**config.mk**
```make
export PLATFORM = sky130hd
export DESIGN_NAME = az_bus_if
export DESIGN_NICKNAME = d
export VERILOG_FILES = /design/src/rtl/az_bus_if.sv
export SDC_FILE = /design/constraint.sdc
export NUM_CORES = 1
export LEC_CHECK = 0
export CELL_PAD_IN_SITES_DETAIL_PLACEMENT = 1
export CELL_PAD_IN_SITES_GLOBAL_PLACEMENT = 1
export CORE_MARGIN = 5
export CORE_UTILIZATION = 27
export CTS_CLUSTER_SIZE = 10
export DETAILED_ROUTE_END_ITERATION = 10
export PLACE_DENSITY_LB_ADDON = 0.1
export REMOVE_ABC_BUFFERS = 1
export SETUP_SLACK_MARGIN = 0.1
export SLEW_MARGIN = 20
export SYNTH_ARGS = -nofsm -noshare
export SYNTH_HDL_FRONTEND = slang
export SYNTH_SLANG_ARGS = --single-unit
```
**constraint.sdc**
```tcl
create_clock -name clk -period 3.3 [get_ports clk]
set_input_delay 0.66 -clock clk [delete_from_list [all_inputs] [get_ports clk]]
set_output_delay 0.66 -clock clk [all_outputs]
set_load 0.1 [all_outputs]
```
**src/rtl/az_bus_if.sv**
```systemverilog
// CPU-side bus interface: zero-wait scratchpad (SPM) decode plus a single-outstanding
// request/grant/ready external bus master with optional access timeout.
module az_bus_if #(
    parameter int unsigned           DATA_W     = 32,
    parameter int unsigned           ADDR_W     = 30,
    parameter int unsigned           SPM_TAG_W  = 16,
    parameter logic [SPM_TAG_W-1:0]  SPM_TAG    = '0,
    parameter int unsigned           SPM_ADDR_W = 12,
    parameter int unsigned           TIMEOUT    = 255
) (
    input  logic                  clk,
    input  logic                  reset,
    // CPU side
    input  logic                  cpu_as,
    input  logic                  cpu_rw,
    input  logic [ADDR_W-1:0]     cpu_addr,
    input  logic [DATA_W-1:0]     cpu_wr_data,
    output logic [DATA_W-1:0]     cpu_rd_data,
    output logic                  busy,
    output logic                  err,
    input  logic                  stall,
    input  logic                  flush,
    // Scratchpad memory
    output logic                  spm_as_,
    output logic                  spm_rw,
    output logic [SPM_ADDR_W-1:0] spm_addr,
    output logic [DATA_W-1:0]     spm_wr_data,
    input  logic [DATA_W-1:0]     spm_rd_data,
    // External bus
    output logic                  bus_reqn,
    input  logic                  bus_grntn,
    output logic                  bus_asn,
    output logic                  bus_rwn,
    output logic [ADDR_W-1:0]     bus_addr,
    output logic [DATA_W-1:0]     bus_wr_data,
    input  logic [DATA_W-1:0]     bus_rdata,
    input  logic                  bus_rdyn
);

    localparam int unsigned    CntW    = (TIMEOUT > 0) ? $clog2(TIMEOUT + 1) : 1;
    localparam logic [CntW-1:0] TmoLast = CntW'((TIMEOUT > 0) ? TIMEOUT - 1 : 0);

    typedef enum logic [1:0] {StIdle, StReq, StAccess, StStall} state_e;

    state_e              state_q, state_d;
    logic                bus_reqn_q, bus_reqn_d;
    logic                bus_asn_q, bus_asn_d;
    logic                bus_rwn_q, bus_rwn_d;
    logic [ADDR_W-1:0]   bus_addr_q, bus_addr_d;
    logic [DATA_W-1:0]   bus_wr_data_q, bus_wr_data_d;
    logic [DATA_W-1:0]   rd_buf_q, rd_buf_d;
    logic [CntW-1:0]     tmo_cnt_q, tmo_cnt_d;

    logic spm_hit;
    logic tmo_hit;

    assign spm_hit = (cpu_addr[ADDR_W-1 -: SPM_TAG_W] == SPM_TAG);
    // tmo_cnt_q counts prior unready ACCESS cycles, so this fires on ACCESS cycle TIMEOUT
    assign tmo_hit = (TIMEOUT != 0) && (tmo_cnt_q == TmoLast);

    // SPM data/address follow the CPU unconditionally; only the strobe is qualified
    assign spm_rw      = cpu_rw;
    assign spm_addr    = cpu_addr[SPM_ADDR_W-1:0];
    assign spm_wr_data = cpu_wr_data;

    assign bus_reqn    = bus_reqn_q;
    assign bus_asn     = bus_asn_q;
    assign bus_rwn     = bus_rwn_q;
    assign bus_addr    = bus_addr_q;
    assign bus_wr_data = bus_wr_data_q;

    always_comb begin
        state_d       = state_q;
        bus_reqn_d    = bus_reqn_q;
        bus_asn_d     = bus_asn_q;
        bus_rwn_d     = bus_rwn_q;
        bus_addr_d    = bus_addr_q;
        bus_wr_data_d = bus_wr_data_q;
        rd_buf_d      = rd_buf_q;
        tmo_cnt_d     = tmo_cnt_q;
        spm_as_       = 1'b1;
        cpu_rd_data   = '0;
        busy          = 1'b0;
        err           = 1'b0;

        unique case (state_q)
            StIdle: begin
                if (cpu_as && !flush) begin
                    if (spm_hit) begin
                        spm_as_     = 1'b0;
                        cpu_rd_data = spm_rd_data;
                    end else begin
                        busy          = 1'b1;
                        bus_reqn_d    = 1'b0;
                        bus_rwn_d     = cpu_rw;
                        bus_addr_d    = cpu_addr;
                        bus_wr_data_d = cpu_wr_data;
                        state_d       = StReq;
                    end
                end
            end
            StReq: begin
                busy = 1'b1;
                if (!bus_grntn) begin
                    bus_asn_d = 1'b0;
                    tmo_cnt_d = '0;
                    state_d   = StAccess;
                end
            end
            StAccess: begin
                bus_asn_d = 1'b1;
                if (!bus_rdyn) begin
                    // Completion has priority over a coincident timeout
                    cpu_rd_data = bus_rwn_q ? bus_rdata : '0;
                    bus_reqn_d  = 1'b1;
                    if (bus_rwn_q) begin
                        rd_buf_d = bus_rdata;
                    end
                    state_d = stall ? StStall : StIdle;
                end else if (tmo_hit) begin
                    err        = 1'b1;
                    bus_reqn_d = 1'b1;
                    state_d    = StIdle;
                end else begin
                    busy      = 1'b1;
                    tmo_cnt_d = tmo_cnt_q + 1'b1;
                end
            end
            StStall: begin
                cpu_rd_data = rd_buf_q;
                if (!stall) begin
                    state_d = StIdle;
                end
            end
            default: state_d = StIdle;
        endcase
    end

    always_ff @(posedge clk or posedge reset) begin
        if (reset) begin
            state_q       <= StIdle;
            bus_reqn_q    <= 1'b1;
            bus_asn_q     <= 1'b1;
            bus_rwn_q     <= 1'b1;
            bus_addr_q    <= '0;
            bus_wr_data_q <= '0;
            rd_buf_q      <= '0;
            tmo_cnt_q     <= '0;
        end else begin
            state_q       <= state_d;
            bus_reqn_q    <= bus_reqn_d;
            bus_asn_q     <= bus_asn_d;
            bus_rwn_q     <= bus_rwn_d;
            bus_addr_q    <= bus_addr_d;
            bus_wr_data_q <= bus_wr_data_d;
            rd_buf_q      <= rd_buf_d;
            tmo_cnt_q     <= tmo_cnt_d;
        end
    end

endmodule
```
==> summary.txt, run 1 <==
Route
  • Via count: 4170
  • Post-DRT Antenna Nets: 0
  • DR pass1 iterations: 3
  • Vias per cell: 4.73
  • WL/cell: 20.2 um
  • DRC violations left: 0
  • Starting DRT DRC Count: ~110
  • Total wire length: about 18 mm

Floorplan
  • Die height: 149 um
  • Core Rows: 50
  • Initial core utilization: 27.6%
  • Die area: 22100 um2
  • Die Span X: 149 um
  • Core footprint: 18800 um2
  • Num ports: 279

STA
  • Crit share post-route: 95.0%
  • Finish-stage setup viols: 0
  • Final hold vios: 0
  • Final Max Slew Viols: 0
  • Setup slack after layout: 0.164 ns
  • Clock skew: 0.00582 ns
  • Min Tclk post-route: between 3 and 4 ns
  • Max-Slew Margin vs Limit: 52.1%
  • RSZ-0062 raised after global routing: false
  • Tightest Pin Transition: 0.716 ns
  • Fmax: 319 MHz

Synth
  • Mux contribution to synthesized area: about a fifth
  • Synth Area in XOR/XNOR: 0.169%
  • Synth Area in Compound Gates: 9.28%
  • Post-Synth Adder-Cell Area: 0.483%
  • Ys flop type: dfrtp_1
  • Main combinational cell family by area after synthesis: multiplexers
  • Post-Synthesis Cells: 406
  • Avg Cell Area, Syn: approximately 13 um2
  • Synth unique cells: 42
  • Seq/Total Area, Yosys: 51.8%
  • Dominant cell type by area after synthesis: dfrtp_1
  • Main area contributors after synthesis: dfrtp_1 (50%), mux2_2 (13%), mux2_1 (8.0%)
  • Number of synthesized flops with an enable pin: 0
  • Top cells by count, synth: dfrtp_1 (104), mux2_2 (58), buf_4 (45)
  • Simple-gate area share of the yosys netlist: 7.83%
  • Post-synth top area share: roughly half
  • #FFs+latches synth: 107
  • Asr flop ratio synth: 100%
  • YS warnings: 0
  • Synthesized area: 5180 um2
  • Most common cell in the synthesized netlist: dfrtp_1

Global routing
  • Initial antenna violation count: 0
  • Global Route met2 Usage: 26.1%
  • Met3 usage: 6.98%
  • Gr usage total: 15.4%
  • Met1 GRT Util: 17.7%
  • First-pass GRT wire length: 26.9 mm
  • Global route overflow: 0
  • Busiest grt layer: met2
  • Vias in the first global route: 4818
  • Largest net degree at the start of global routing: 66

Outcome
  • Status: finished clean

Worst setup path
  • Capturing point of the worst reg2reg path: bus_addr[17]$_DFFE_PP0P_
  • Worst path buffer plus inverter count: 5
  • Arr. time, crit path: 2.48 ns
  • Depth of the most critical reg-to-reg path: 5
  • Slowest-stage cell, CP: or4b_4
  • Startpoint Class: input port
  • Crit path cell chain: clkdlybuf4s50_1 > or4b_4 > nor2_4 > buf_12 > buf_12 > inv_2 > o22ai_2 > buf_12
  • Worst flop-to-flop path startpoint: state_q[1]$_DFFE_PP0P_
  • Crit-path max cell delay: 0.52 ns
  • WP data required: 2.64 ns
  • Critical path class: in2out
  • Worst Setup End Kind: primary output
  • Worst-path fanout max: 8
  • Slack of the worst reg-to-reg path: 0.91 ns
  • Top delay family on crit path: buffers and inverters
  • Crit-path most repeated cell: buf_12

CTS
  • Worst-skew pair later-pin latency: around 0.34 ns
  • CTS sink count: about 110
  • CTS tree: done
  • H-Tree Depth: 3
  • TritonCTS buffer count: 9
  • Maximum clock insertion buffer count: 2
  • CTS root buf: clkbuf_16
  • Clock transition at path regs: around 0.070 ns

Worst hold path
  • Hold depth: 1
  • Class of the worst hold path: reg2reg
  • Min-Delay Startpoint: bus_wr_data[31]$_DFFE_PP0P_
  • Worst hold path endpoint: bus_wr_data[31]$_DFFE_PP0P_

Layout
  • Reg area: 2680 um2
  • Antenna cell count: 0
  • Layout cells sized above 1: 38.6%
  • Area Overhead vs Synth: 64.7%
  • Fill cells: 1946
  • Area of the multi-input gates: 2100 um2
  • Layout Nets: 780

Placement
  • PortBufs: 278
  • DP HPWL: 13.4 mm
  • Pre-CTS setup slack: -0.0572 ns
  • RD Place Congestion: 0.774

Run
  • Number of max-cap violations: 0
==> metrics by stage <==
stage,hold WS [ns],cell area (um2),std cells,utilization [%],TNS [ns]
global placement,0.469,8050,861,42.9,0
CTS,0.494,8390,876,44.7,0
floorplan,0.472,4700,335,-,-334.03
finish,0.487,8530,881,45.4,0
detailed placement,0.476,8050,861,42.9,-0.103
global route,0.508,8530,881,45.4,0
==> layer usage <==
layer | wire, um | part of all wire (%) | vias to the layer above
met3 | 1790 | 10 | 15
met4 | 258 | 1.5 | 0
met5 | 0 | 0 | -
li1 | - | - | 1933
met1 | 7020 | 40 | 2031
met2 | 8700 | 49 | 191
==> cells by family (layout without fill, tap and decap cells) <==
| logic type | count (synthesis) | after routing |
|---|---|---|
| xor gates and xnor gates | 1 | 1 |
| muxes | 96 | 96 |
| DFF | 107 | 107 |
| and+or+nand+nor | 67 | 67 |
| buffers and inverters | 75 | 316 |
| AOI/OAI and AO/OA | 58 | 58 |
| adders and majority gates | 2 | 2 |
==> cells in the final DEF (no fill, tap or decap), drive strengths merged, types with 4 or more instances in the layout <==
master,n
nand2b,4
buf,163
inv,4
o2bb2ai,6
o21ai,9
and3,25
nand3,7
nor2,7
a221o,24
clkbuf,13
nor4,4
a22oi,8
clkdlybuf4s50,126
dfrtp,104
mux2,95
dlymetal6s2s,7
==> sequential cells by signal, indices dropped and copies added (netlist names) <==
signal       count
state_q          2
bus_asn          1
bus_addr        30
bus_reqn         1
bus_rwn          1
bus_wr_data     32
rd_buf_q        32
tmo_cnt_q        8
==> area by class of cell <==
| cell class | instances | area share (%) |
|---|---|---|
| flip-flops and latches | 107 | 31.4 |
| repair buffers | 298 | 36.8 |
| clock inverters | 3 | 0.763 |
| clock buffers | 11 | 2.73 |
| multi-input cells | 224 | 24.6 |
| well taps | 234 | 3.43 |
| inverters | 4 | 0.205 |
==> how the worst max path moves through the flow <==
| stage | startpoint | end | slack, ns | cells after the start |
|---|---|---|---|---|
| 3_3_place_gp | cpu_addr[19] | cpu_rd_data[22] | 0.03 | 8 |
| 6_report | cpu_as | cpu_rd_data[30] | 0.16 | 8 |
| 3_5_place_dp | cpu_addr[19] | cpu_rd_data[30] | -0.06 | 8 |
| 2_1_floorplan | bus_rwn$_DFFE_PP1P_ | cpu_rd_data[22] | -5.52 | 3 |
| 5_1_grt | cpu_addr[28] | cpu_rd_data[30] | 0.09 | 9 |
| 4_1_cts | cpu_as | cpu_rd_data[30] | 0.1 | 7 |
==> what timing repair did <==
| item | CTS | global route |
|---|---|---|
| pin swaps | 0 | 7 |
| gates resized for setup | 6 | 13 |
| setup buffers | 1 | 2 |
| hold endpoints to repair | 0 | 0 |
| hold buffers | 0 | 0 |
| cloned | 0 | 3 |
| endpoints found under the setup margin | 33 | 14 |
Power of run 1 is not shown: default switching activity piles up to over one toggle a cycle in this logic, so the estimate is an artifact.
==> inputs of run 2 (changes only) <==
--- a/config.mk
+++ b/config.mk
@@ -14,7 +14,7 @@
 export PLACE_DENSITY_LB_ADDON = 0.1
 export REMOVE_ABC_BUFFERS = 1
 export SETUP_SLACK_MARGIN = 0.1
-export SLEW_MARGIN = 20
+export SLEW_MARGIN = 25
 export SYNTH_ARGS = -nofsm -noshare
 export SYNTH_HDL_FRONTEND = slang
 export SYNTH_SLANG_ARGS = --single-unit
==> results of run 2 <==
The final DEF is identical to that of run 1; final timing and power are the same.
Power of run 2 is left out for the same reason.
==> inputs of run 3 (changes only) <==
--- a/config.mk
+++ b/config.mk
@@ -5,15 +5,17 @@
 export SDC_FILE = /design/constraint.sdc
 export NUM_CORES = 1
 export LEC_CHECK = 0
+export ABC_CLOCK_PERIOD_IN_PS = 3500
 export CELL_PAD_IN_SITES_DETAIL_PLACEMENT = 1
 export CELL_PAD_IN_SITES_GLOBAL_PLACEMENT = 1
 export CORE_MARGIN = 5
-export CORE_UTILIZATION = 27
+export CORE_UTILIZATION = 30
 export CTS_CLUSTER_SIZE = 10
 export DETAILED_ROUTE_END_ITERATION = 10
 export PLACE_DENSITY_LB_ADDON = 0.1
 export REMOVE_ABC_BUFFERS = 1
 export SETUP_SLACK_MARGIN = 0.1
+export SKIP_LAST_GASP = 1
 export SLEW_MARGIN = 25
 export SYNTH_ARGS = -nofsm -noshare
 export SYNTH_HDL_FRONTEND = slang
==> constraint.sdc (replaced) <==
create_clock -name clk -period 3.5 [get_ports clk]
set_input_delay 0.7 -clock clk [delete_from_list [all_inputs] [get_ports clk]]
set_output_delay 0.7 -clock clk [all_outputs]
set_load 0.1 [all_outputs]
==> run 3 against run 2 <==
  * Die area fell by 9.3%
  * Critical path depth grew 1
  * Non-clock buffer count is 4 lower
  * Hold slack improved by 0.0032 ns
  * Critical path type unchanged
  * Worst setup slack improved by 0.0049 ns
  * Core utilization up 4.3 points
  * Sequential cell count did not move
  * Routed wire length fell by 1.8%
==> summary.txt, run 3 (synthesized netlist as in run 1, its figures left out) <==
Global routing
  • Initial antenna violation count: 3
  • Gr usage total: 17.2%
  • First-pass GRT wire length: 27.2 mm
  • Largest net degree at the start of global routing: 66
  • Vias in the first global route: 4849
  • Global route overflow: 0

STA
  • Fmax: 300 MHz
  • Post-Route Setup TNS: 0 ns
  • RSZ-0062 raised after global routing: false
  • Tightest Pin Transition: 1.02 ns
  • Min Tclk post-route: 3.33 ns
  • Final Max Slew Viols: 0
  • Max-Slew Margin vs Limit: 32.1%
  • Clock skew: 0.00896 ns
  • Final hold vios: 0
  • Crit share post-route: 95.2%
  • Finish-stage setup viols: 0
  • Setup slack after layout: 0.169 ns

Layout
  • Final std cells w/o fill: between 800 and 900
  • Layout Nets: 776
  • Commonest non-fill, non-tap cells in the layout: clkdlybuf4s50_1 (180), dfrtp_1 (104), buf_4 (75)
  • Area Overhead vs Synth: 64.4%
  • Fill cells: 1745
  • Layout cells sized above 1: a little under a third
  • Commonest non-fill, non-tap cell in the layout: clkdlybuf4s50_1

Route
  • DRC violations left: 0
  • DR pass1 iterations: 4
  • Post-DRT Antenna Nets: 0
  • WL/cell: 20.0 um
  • Via count: 4233
  • Total wire length: 17.4 mm
  • Starting DRT DRC Count: 83
  • Vias per cell: 4.86

Outcome
  • Status: finished clean

Placement
  • Placed Cells: roughly 850
  • DP HPWL: around 14 mm
  • PortBufs: 278
  • Pre-CTS setup slack: -0.0519 ns
  • RD Place Congestion: 0.796

Run
  • Number of max-cap violations: 0

Worst setup path
  • WP data required: 2.80 ns
  • Worst Setup End Kind: primary output
  • Worst-path fanout max: 31
  • Arr. time, crit path: 2.63 ns
  • Startpoint Class: input port
  • Critical path class: in2out

Worst hold path
  • Class of the worst hold path: reg2reg

CTS
  • CTS root buf: clkbuf_16
  • Maximum clock insertion buffer count: 2
  • H-Tree Depth: 3
  • CTS sink count: 107
  • Cts hold-fix bufs: 0
  • Worst-skew pair later-pin latency: 0.35 ns
  • TritonCTS buffer count: 9
  • Clock transition at path regs: roughly 0.070 ns
  • Post-CTS setup buffers: 0
  • CTS tree: done

Floorplan
  • Initial core utilization: a little under a third
  • Num ports: 279
  • Die height: 141 um
  • Core Rows: 48
  • Die Span X: 141 um
  • Die area: 20000 um2
  • Core footprint: 17100 um2
==> run 3: cell count changes in the layout (fill, tap and decap cells not counted), moves of 2 or more <==
cell             before  now
inv_6                 0    2
buf_12               41   39
dlymetal6s2s_1        7    0
clkdlybuf4s50_1     126  180
nor4_1                0    2
buf_4               121   75
clkbuf_16            11    9
clkbuf_1              2    0
nor4_4                3    1
==> run 3: repair_timing <==
action	in CTS	in global routing
setup endpoints to repair	5	2
hold endpoints to repair	0	0
gates resized for setup	4	1
==> run 3: metrics by stage <==
step	instance area, um2	hold slack [ns]	utilization, %
after global routing	8510	0.518	49.7
after floorplan	4700	0.472	-
final	8510	0.490	49.7
after detailed placement	8150	0.478	47.6
after global placement	8150	0.469	47.6
after CTS	8500	0.495	49.7
==> run 3: per-layer routing <==
metal | vias up | part of all wire (%) | GRT usage [%]
met5 | - | 0.15 | 0
met4 | 4 | 2.0 | 5.61
met3 | 24 | 10 | 7.38
met2 | 195 | 48 | 28.8
met1 | 2086 | 39 | 19.9
li1 | 1924 | - | -
==> run 3: final cells by class <==
cell class | instances | area, um2 | share of cell area (%)
diodes | 1 | 2.50 | 0.0294
flip-flops and latches | 107 | 2680 | 31.5
inverters | 4 | 17.5 | 0.206
well taps | 225 | 282 | 3.31
clock buffers | 9 | 225 | 2.65
multi-input cells | 224 | 2060 | 24.2
clock inverters | 7 | 98.8 | 1.16
repair buffers | 294 | 3150 | 36.9
==> run 3: path summary, 6_finish.rpt <==
check	end	cells past startpoint	start	slack, ns
max in group asynchronous	bus_asn$_DFFE_PP1P_	3	reset	1.95
min reg2reg	bus_addr[26]$_DFFE_PP0P_	1	bus_addr[26]$_DFFE_PP0P_	0.49
max	cpu_rd_data[22]	9	cpu_addr[27]	0.17
max reg2reg	bus_addr[14]$_DFFE_PP0P_	4	state_q[1]$_DFFE_PP0P_	0.74
min in group asynchronous	bus_wr_data[6]$_DFFE_PP0P_	2	reset	0.78
min	bus_addr[26]$_DFFE_PP0P_	1	bus_addr[26]$_DFFE_PP0P_	0.49
==> run 3: worst max-delay path: stages <==
cell,delay (ns)
clkdlybuf4s50_1,0.46
nor4_4,0.33
buf_4,0.18
nand4_1,0.11
nor2_2,0.16
buf_12,0.20
inv_1,0.11
o22ai_2,0.16
buf_12,0.20
Power of run 3 is left out for the same reason.
==> RTL change 1 (settings of run 2) <==
The 4 states of `state_e` get a Gray code encoding in 2 bits.
--- a/src/rtl/az_bus_if.sv
+++ b/src/rtl/az_bus_if.sv
@@ -40,7 +40,7 @@
     localparam int unsigned    CntW    = (TIMEOUT > 0) ? $clog2(TIMEOUT + 1) : 1;
     localparam logic [CntW-1:0] TmoLast = CntW'((TIMEOUT > 0) ? TIMEOUT - 1 : 0);
 
-    typedef enum logic [1:0] {StIdle, StReq, StAccess, StStall} state_e;
+    typedef enum logic [1:0] {StIdle = 2'b00, StReq = 2'b01, StAccess = 2'b11, StStall = 2'b10} state_e;
 
     state_e              state_q, state_d;
     logic                bus_reqn_q, bus_reqn_d;
Behaviour: no difference found for any inputs over 4 cycles, from zero or initial values and one cycle with reset high; so few cycles prove little.
==> RTL change 1 against run 2 <==
- cell area rose by 2.0%
- worst setup slack improved by 31 ps
- wire length fell by 2.1%
- highest routed layer unchanged
- sequential cell count did not move
- register-to-register slack improved by 570 ps
- non-clock buffer count fell by 5
- synthesized area rose by 4.8%
- global-route usage fell by 1.2 points
- largest cell class unchanged
Power is not shown: default switching activity piles up to over one toggle a cycle in this logic, so the estimate is an artifact.
==> RTL change 1: results (changes against run 2) <==
| Metric | Value |
|---|---|
| Status | completed (unchanged) |
| Clk root buf | clkbuf_16 (unchanged) |
| GRT Total Usage | 0.1419 (was 0.1544) |
| Port Buffer Count | 278 (unchanged) |
| First-pass GRT wire length | 26160 um (was 26910 um) |
| Wire length on met1 | 6994 um (was 7018 um) |
| HPWL after DPL | 13310 um (was 13360 um) |
| Ys async rst share | 1.000 (unchanged) |
| Largest net degree at the start of global routing | 65 (was 66) |
| Nets | 771 (was 780) |
| Worst hold-check path type | register to register (unchanged) |
| CP Data Required Time | 2640 ps (about the same) |
| H-tree Lvls | 3 (unchanged) |
| Library cells used by synthesis | 37 (was 42) |
| Drt total wl | 17400 um (was 17760 um) |
| Number of fill cells | 2088 (was 1946) |
| CTS buffer count | 9 (unchanged) |
| DRT iter0 DRCs | 134 (was 108) |
| Commonest cells in the netlist | dfrtp_1 (104), mux2_4 (59), buf_4 (53) (was dfrtp_1 (104), mux2_2 (58), buf_4 (45)) |
| Clk slew on worst S/H paths | 80 ps |
| Ys flop type | dfrtp_1 (unchanged) |
| Antenna Cells | 0 (unchanged) |
| Tightest Pin Transition | 443.0 ps (was 716.4 ps) |
| Synth Warn # | 0 (unchanged) |
| Clock skew | 9.350 ps (was 5.822 ps) |
| CP max-delay cell | clkdlybuf4s50_1 (was or4b_4) |
| Top cells by area, synth | dfrtp_1 (48%), mux2_4 (16%), mux2_2 (7.5%), buf_4 (7.3%), a22o_1 (5.2%) (was dfrtp_1 (50%), mux2_2 (13%), mux2_1 (8.0%), buf_4 (6.5%), a221o_1 (4.6%)) |
| Drt first pass iters | 4 (was 3) |
| WL met3 | 1675 um (was 1786 um) |
| Max clock buf depth | 2 (unchanged) |
| Layout cells sized above 1 | 0.4484 (was 0.3864) |
| Final ANT Viol Nets | 0 (unchanged) |
| Top sig layer | met4 (unchanged) |
| Worst-skew pair later-pin latency | 350 ps |
| Number of remaining DRC errors | 0 (unchanged) |
| Critical path's top delay family | buffers and inverters (unchanged) |
| Max incr delay on CP | 430 ps (was 520 ps) |
| Vias in the first global route | 4562 (was 4818) |
| Register area share after synthesis | 0.4939 (was 0.5176) |
| CP Max Fanout | 8 (unchanged) |
| Initial antenna violation count | 0 (unchanged) |
| Vias | 4027 (was 4170) |
| Routed length on met2 | 8536 um (was 8701 um) |
| Critical path class | input port to primary output (unchanged) |
| GPL Wtd Cong | 0.7866 (was 0.7742) |
==> RTL change 1: cell type report <==
| class | instances | share of cell area |
|---|---|---|
| timing repair buffer | 293 | 0.3579 |
| sequential | 107 | 0.3082 |
| multi-input combinational | 220 | 0.2597 |
| tap | 265 | 0.03811 |
| clock buffer | 10 | 0.02747 |
| clock inverter | 6 | 0.006615 |
| inverter | 4 | 0.002013 |
==> RTL change 1: timing repair <==
item	in CTS	in global routing
hold buffers	0	0
gates cloned	0	4
gates resized for setup	2	14
endpoints found under the setup margin	32	33
pin swaps	0	8
buffers inserted	0	1
==> RTL change 1: metal layers <==
layer / vias to the layer above / track usage
li1: 1867 / -
met1: 1963 / 0.1646
met2: 186 / 0.2379
met3: 11 / 0.06333
met4: 0 / 0.04110
met5: - / 0
==> RTL change 1: logic make-up (layout without fill, tap and decap cells) <==
logic type | Yosys count | count (layout) | synth area share
flops | 107 | 107 | 0.4939
mux | 95 | 95 | 0.2378
buf+inv | 71 | 313 | 0.09910
compound gates | 81 | 81 | 0.1164
xor+xnor | 1 | 1 | 0.001614
fa+ha+maj | 2 | 2 | 0.004609
simple gates | 41 | 41 | 0.04655
==> RTL change 1: worst paths after layout <==
path,startpoint,to,slack [ps],cells after the start
setup / recovery,cpu_addr[16],cpu_rd_data[18],190,8
hold / removal,bus_asn,bus_asn,470,2
setup reg to reg,state_q[1],rd_buf_q[10],1480,4
hold reg to reg,bus_asn,bus_asn,470,2
max in group asynchronous,reset,rd_buf_q[18],1870,3
min in group asynchronous,reset,bus_wr_data[18],640,2
==> RTL change 1: stage by stage <==
step / cells / hold slack (ps) / worst slack, ps / utilization / area (um2)
after detailed placement: 884 / 461.0 / 93.57 / 0.4190 / 8234
after global placement: 884 / 448.1 / 140.3 / 0.4190 / 8234
after floorplan: 331 / 481.7 / -1509 / - / 4906
after global routing: 905 / 521.0 / 87.24 / 0.4427 / 8701
final: 905 / 467.3 / 194.7 / 0.4427 / 8701
after CTS: 900 / 470.7 / 117.3 / 0.4347 / 8543
==> RTL change 1: worst register-to-register path, stage by stage (launching register included) <==
cell and delay (ps):
dfrtp_1 580, nand2_2 160, nor3b_4 240, buf_12 290
mux2_2 440
==> RTL change 2 (settings of run 2) <==
Made on the original files. Set the parameter `TIMEOUT` to 510 (it was 255).
--- a/src/rtl/az_bus_if.sv
+++ b/src/rtl/az_bus_if.sv
@@ -6,7 +6,7 @@
     parameter int unsigned           SPM_TAG_W  = 16,
     parameter logic [SPM_TAG_W-1:0]  SPM_TAG    = '0,
     parameter int unsigned           SPM_ADDR_W = 12,
-    parameter int unsigned           TIMEOUT    = 255
+    parameter int unsigned           TIMEOUT    = 510
 ) (
     input  logic                  clk,
     input  logic                  reset,
Function: same outputs for any inputs over 4 cycles, from zero or initial values and one cycle with reset high; that may be too few to reach the edited logic, so the function may still have changed.
==> RTL change 2 against run 2 <==
- first-iteration DRC count is 32% higher
- worst setup slack better by 17 ps
- cell area is 3.5% higher
- critical endpoint is now cpu_rd_data[20]
- synthesized area is 8.7% higher
- wire length is 4.4% higher
- via count is 2.6% higher
- sequential cell count is 1 higher
Power is left out: the tool's default activity adds up to more than one toggle a clock period on the data nets, which glitch-free logic cannot reach.
==> RTL change 2: results (changes against run 2) <==
| Metric | Value |
|---|---|
| Status | completed (unchanged) |
| Port Buffer Count | 278 (unchanged) |
| Hold path startpoint | bus_reqn (was bus_wr_data[31]) |
| CP max-delay cell | nor4_2 (was or4b_4) |
| Worst-skew pair later-pin latency | 350 ps |
| Initial antenna violation count | 2 (was 0) |
| Nets | 795 (was 780) |
| HPWL after DPL | 13910 um (was 13360 um) |
| Commonest cells in the netlist | dfrtp_1 (105), mux2_4 (59), buf_4 (51) (was dfrtp_1 (104), mux2_2 (58), buf_4 (45)) |
| CP Max Fanout | 8 (unchanged) |
| Hold endpoint | bus_reqn (was bus_wr_data[31]) |
| Max incr delay on CP | 310 ps (was 520 ps) |
| Reg-to-reg slack, setup | 1170 ps (was 910 ps) |
| Synth Warn # | 0 (unchanged) |
| Drt first pass iters | 4 (was 3) |
| GPL Wtd Cong | 0.8187 (was 0.7742) |
| Library cells used by synthesis | 43 (was 42) |
| H-tree Lvls | 3 (unchanged) |
| Largest net degree at the start of global routing | 77 (was 66) |
| Vias in the first global route | 5023 (was 4818) |
| WP data arrival | 2460 ps (was 2480 ps) |
| Max clock buf depth | 2 (unchanged) |
| Layout cells sized above 1 | 0.4404 (was 0.3864) |
| Clk root buf | clkbuf_16 (unchanged) |
| Worst hold-check path type | register to register (unchanged) |
| Hold Path Stages | 2 (was 1) |
| Worst Reg-to-Reg Cells | 5 (unchanged) |
| Worst r2r src | state_q[0] (was state_q[1]) |
| Worst rel slew slack | 0.4973 (was 0.5214) |
| First-pass GRT wire length | 29190 um (was 26910 um) |
| Clk slew on worst S/H paths | 80 ps |
| Clock skew | 9.197 ps (was 5.822 ps) |
| Ys async rst share | 1.000 (unchanged) |
| DRT iter0 DRCs | 143 (was 108) |
| Fin Hold WS | 491.3 ps (was 486.6 ps) |
| CTS buffer count | 9 (unchanged) |
| Final ANT Viol Nets | 0 (unchanged) |
| Critical path's top delay family | buffers and inverters (unchanged) |
| Routed wire per std cell | 19.83 um (was 20.16 um) |
| Number of fill cells | 2156 (was 1946) |
| FF-to-FF End | rd_buf_q[10] (was bus_addr[17]) |
| Vias | 4278 (was 4170) |
| Top cells by area, synth | dfrtp_1 (47%), mux2_4 (16%), mux2_2 (7.4%), buf_4 (6.8%), a221o_1 (4.3%) (was dfrtp_1 (50%), mux2_2 (13%), mux2_1 (8.0%), buf_4 (6.5%), a221o_1 (4.6%)) |
| Register area share after synthesis | 0.4807 (was 0.5176) |
| GRT Total Usage | 0.1537 (was 0.1544) |
RTL change 2: cell count changes after synthesis, moves of 3 or more:
cell	run 2	this run
mux2_4	0	59
mux2_1	37	0
mux2_2	58	37
nand2_1	3	11
buf_12	0	6
buf_4	45	51
a21oi_1	3	8
buf_2	9	5
clkbuf_1	12	8
buf_6	5	2
nor2_1	7	4
nor3b_1	3	0
xor2_1	0	3
RTL change 2: cell type report:
class,instances,share of cell area
clock inverter,6,0.006379
multi-input combinational,238,0.2682
timing repair buffer,297,0.3520
antenna,2,0.0005671
sequential,108,0.3066
tap,270,0.03828
clock buffer,9,0.02552
inverter,5,0.002410
RTL change 2: timing repair:
action,CTS,global route
buffers inserted,2,0
setup endpoints to repair,34,24
resized for setup,25,1
gates cloned,3,0
pin swaps,8,0
RTL change 2: worst register-to-register path: stages (launching register included):
cell and delay [ps]:
dfrtp_1 530, nor4b_2 360, buf_6 230, buf_12 210, buf_4 320, mux2_2 370
RTL change 2: worst max-delay path by stage:
stage / from / to / slack, ps / depth (start not counted)
after floorplan: bus_rwn / cpu_rd_data[11] / -5980 / 3
final: cpu_addr[29] / cpu_rd_data[20] / 180 / 9
after global placement: cpu_addr[27] / cpu_rd_data[20] / -90 / 8
after detailed placement: cpu_addr[28] / cpu_rd_data[20] / -70 / 8
after global routing: bus_rdyn / cpu_rd_data[20] / 100 / 6
after CTS: cpu_addr[26] / cpu_rd_data[20] / 170 / 9
RTL change 2: cell families after synthesis:
kind of cell | Yosys count | synth area share
AND/OR/NAND/NOR | 74 | 0.07933
buffers and inverters | 77 | 0.1064
adder cells (fa/ha/maj) | 2 | 0.004444
flip-flops | 108 | 0.4807
multiplexers | 99 | 0.2367
XOR/XNOR | 3 | 0.004668
AO/OA/AOI/OAI | 60 | 0.08778
RTL change 2: metal layers:
metal	GRT usage	vias up	share of wire
met2	0.2452	201	0.46
met3	0.05476	18	0.091
met5	0	-	0
met1	0.1951	2064	0.43
met4	0.04920	0	0.016
li1	-	1995	-
RTL change 2: per-stage QoR:
stage	TNS, ps	utilization	area, um2	worst slack, ps	cells
2_1_floorplan	-333700	-	5050	-5977	351
3_3_place_gp	-2747	0.4129	8409	-91.67	913
3_5_place_dp	-1546	0.4129	8409	-72.56	913
4_1_cts	0	0.4330	8817	174.1	933
5_1_grt	0	0.4333	8823	104.6	934
6_report	0	0.4334	8826	180.9	935
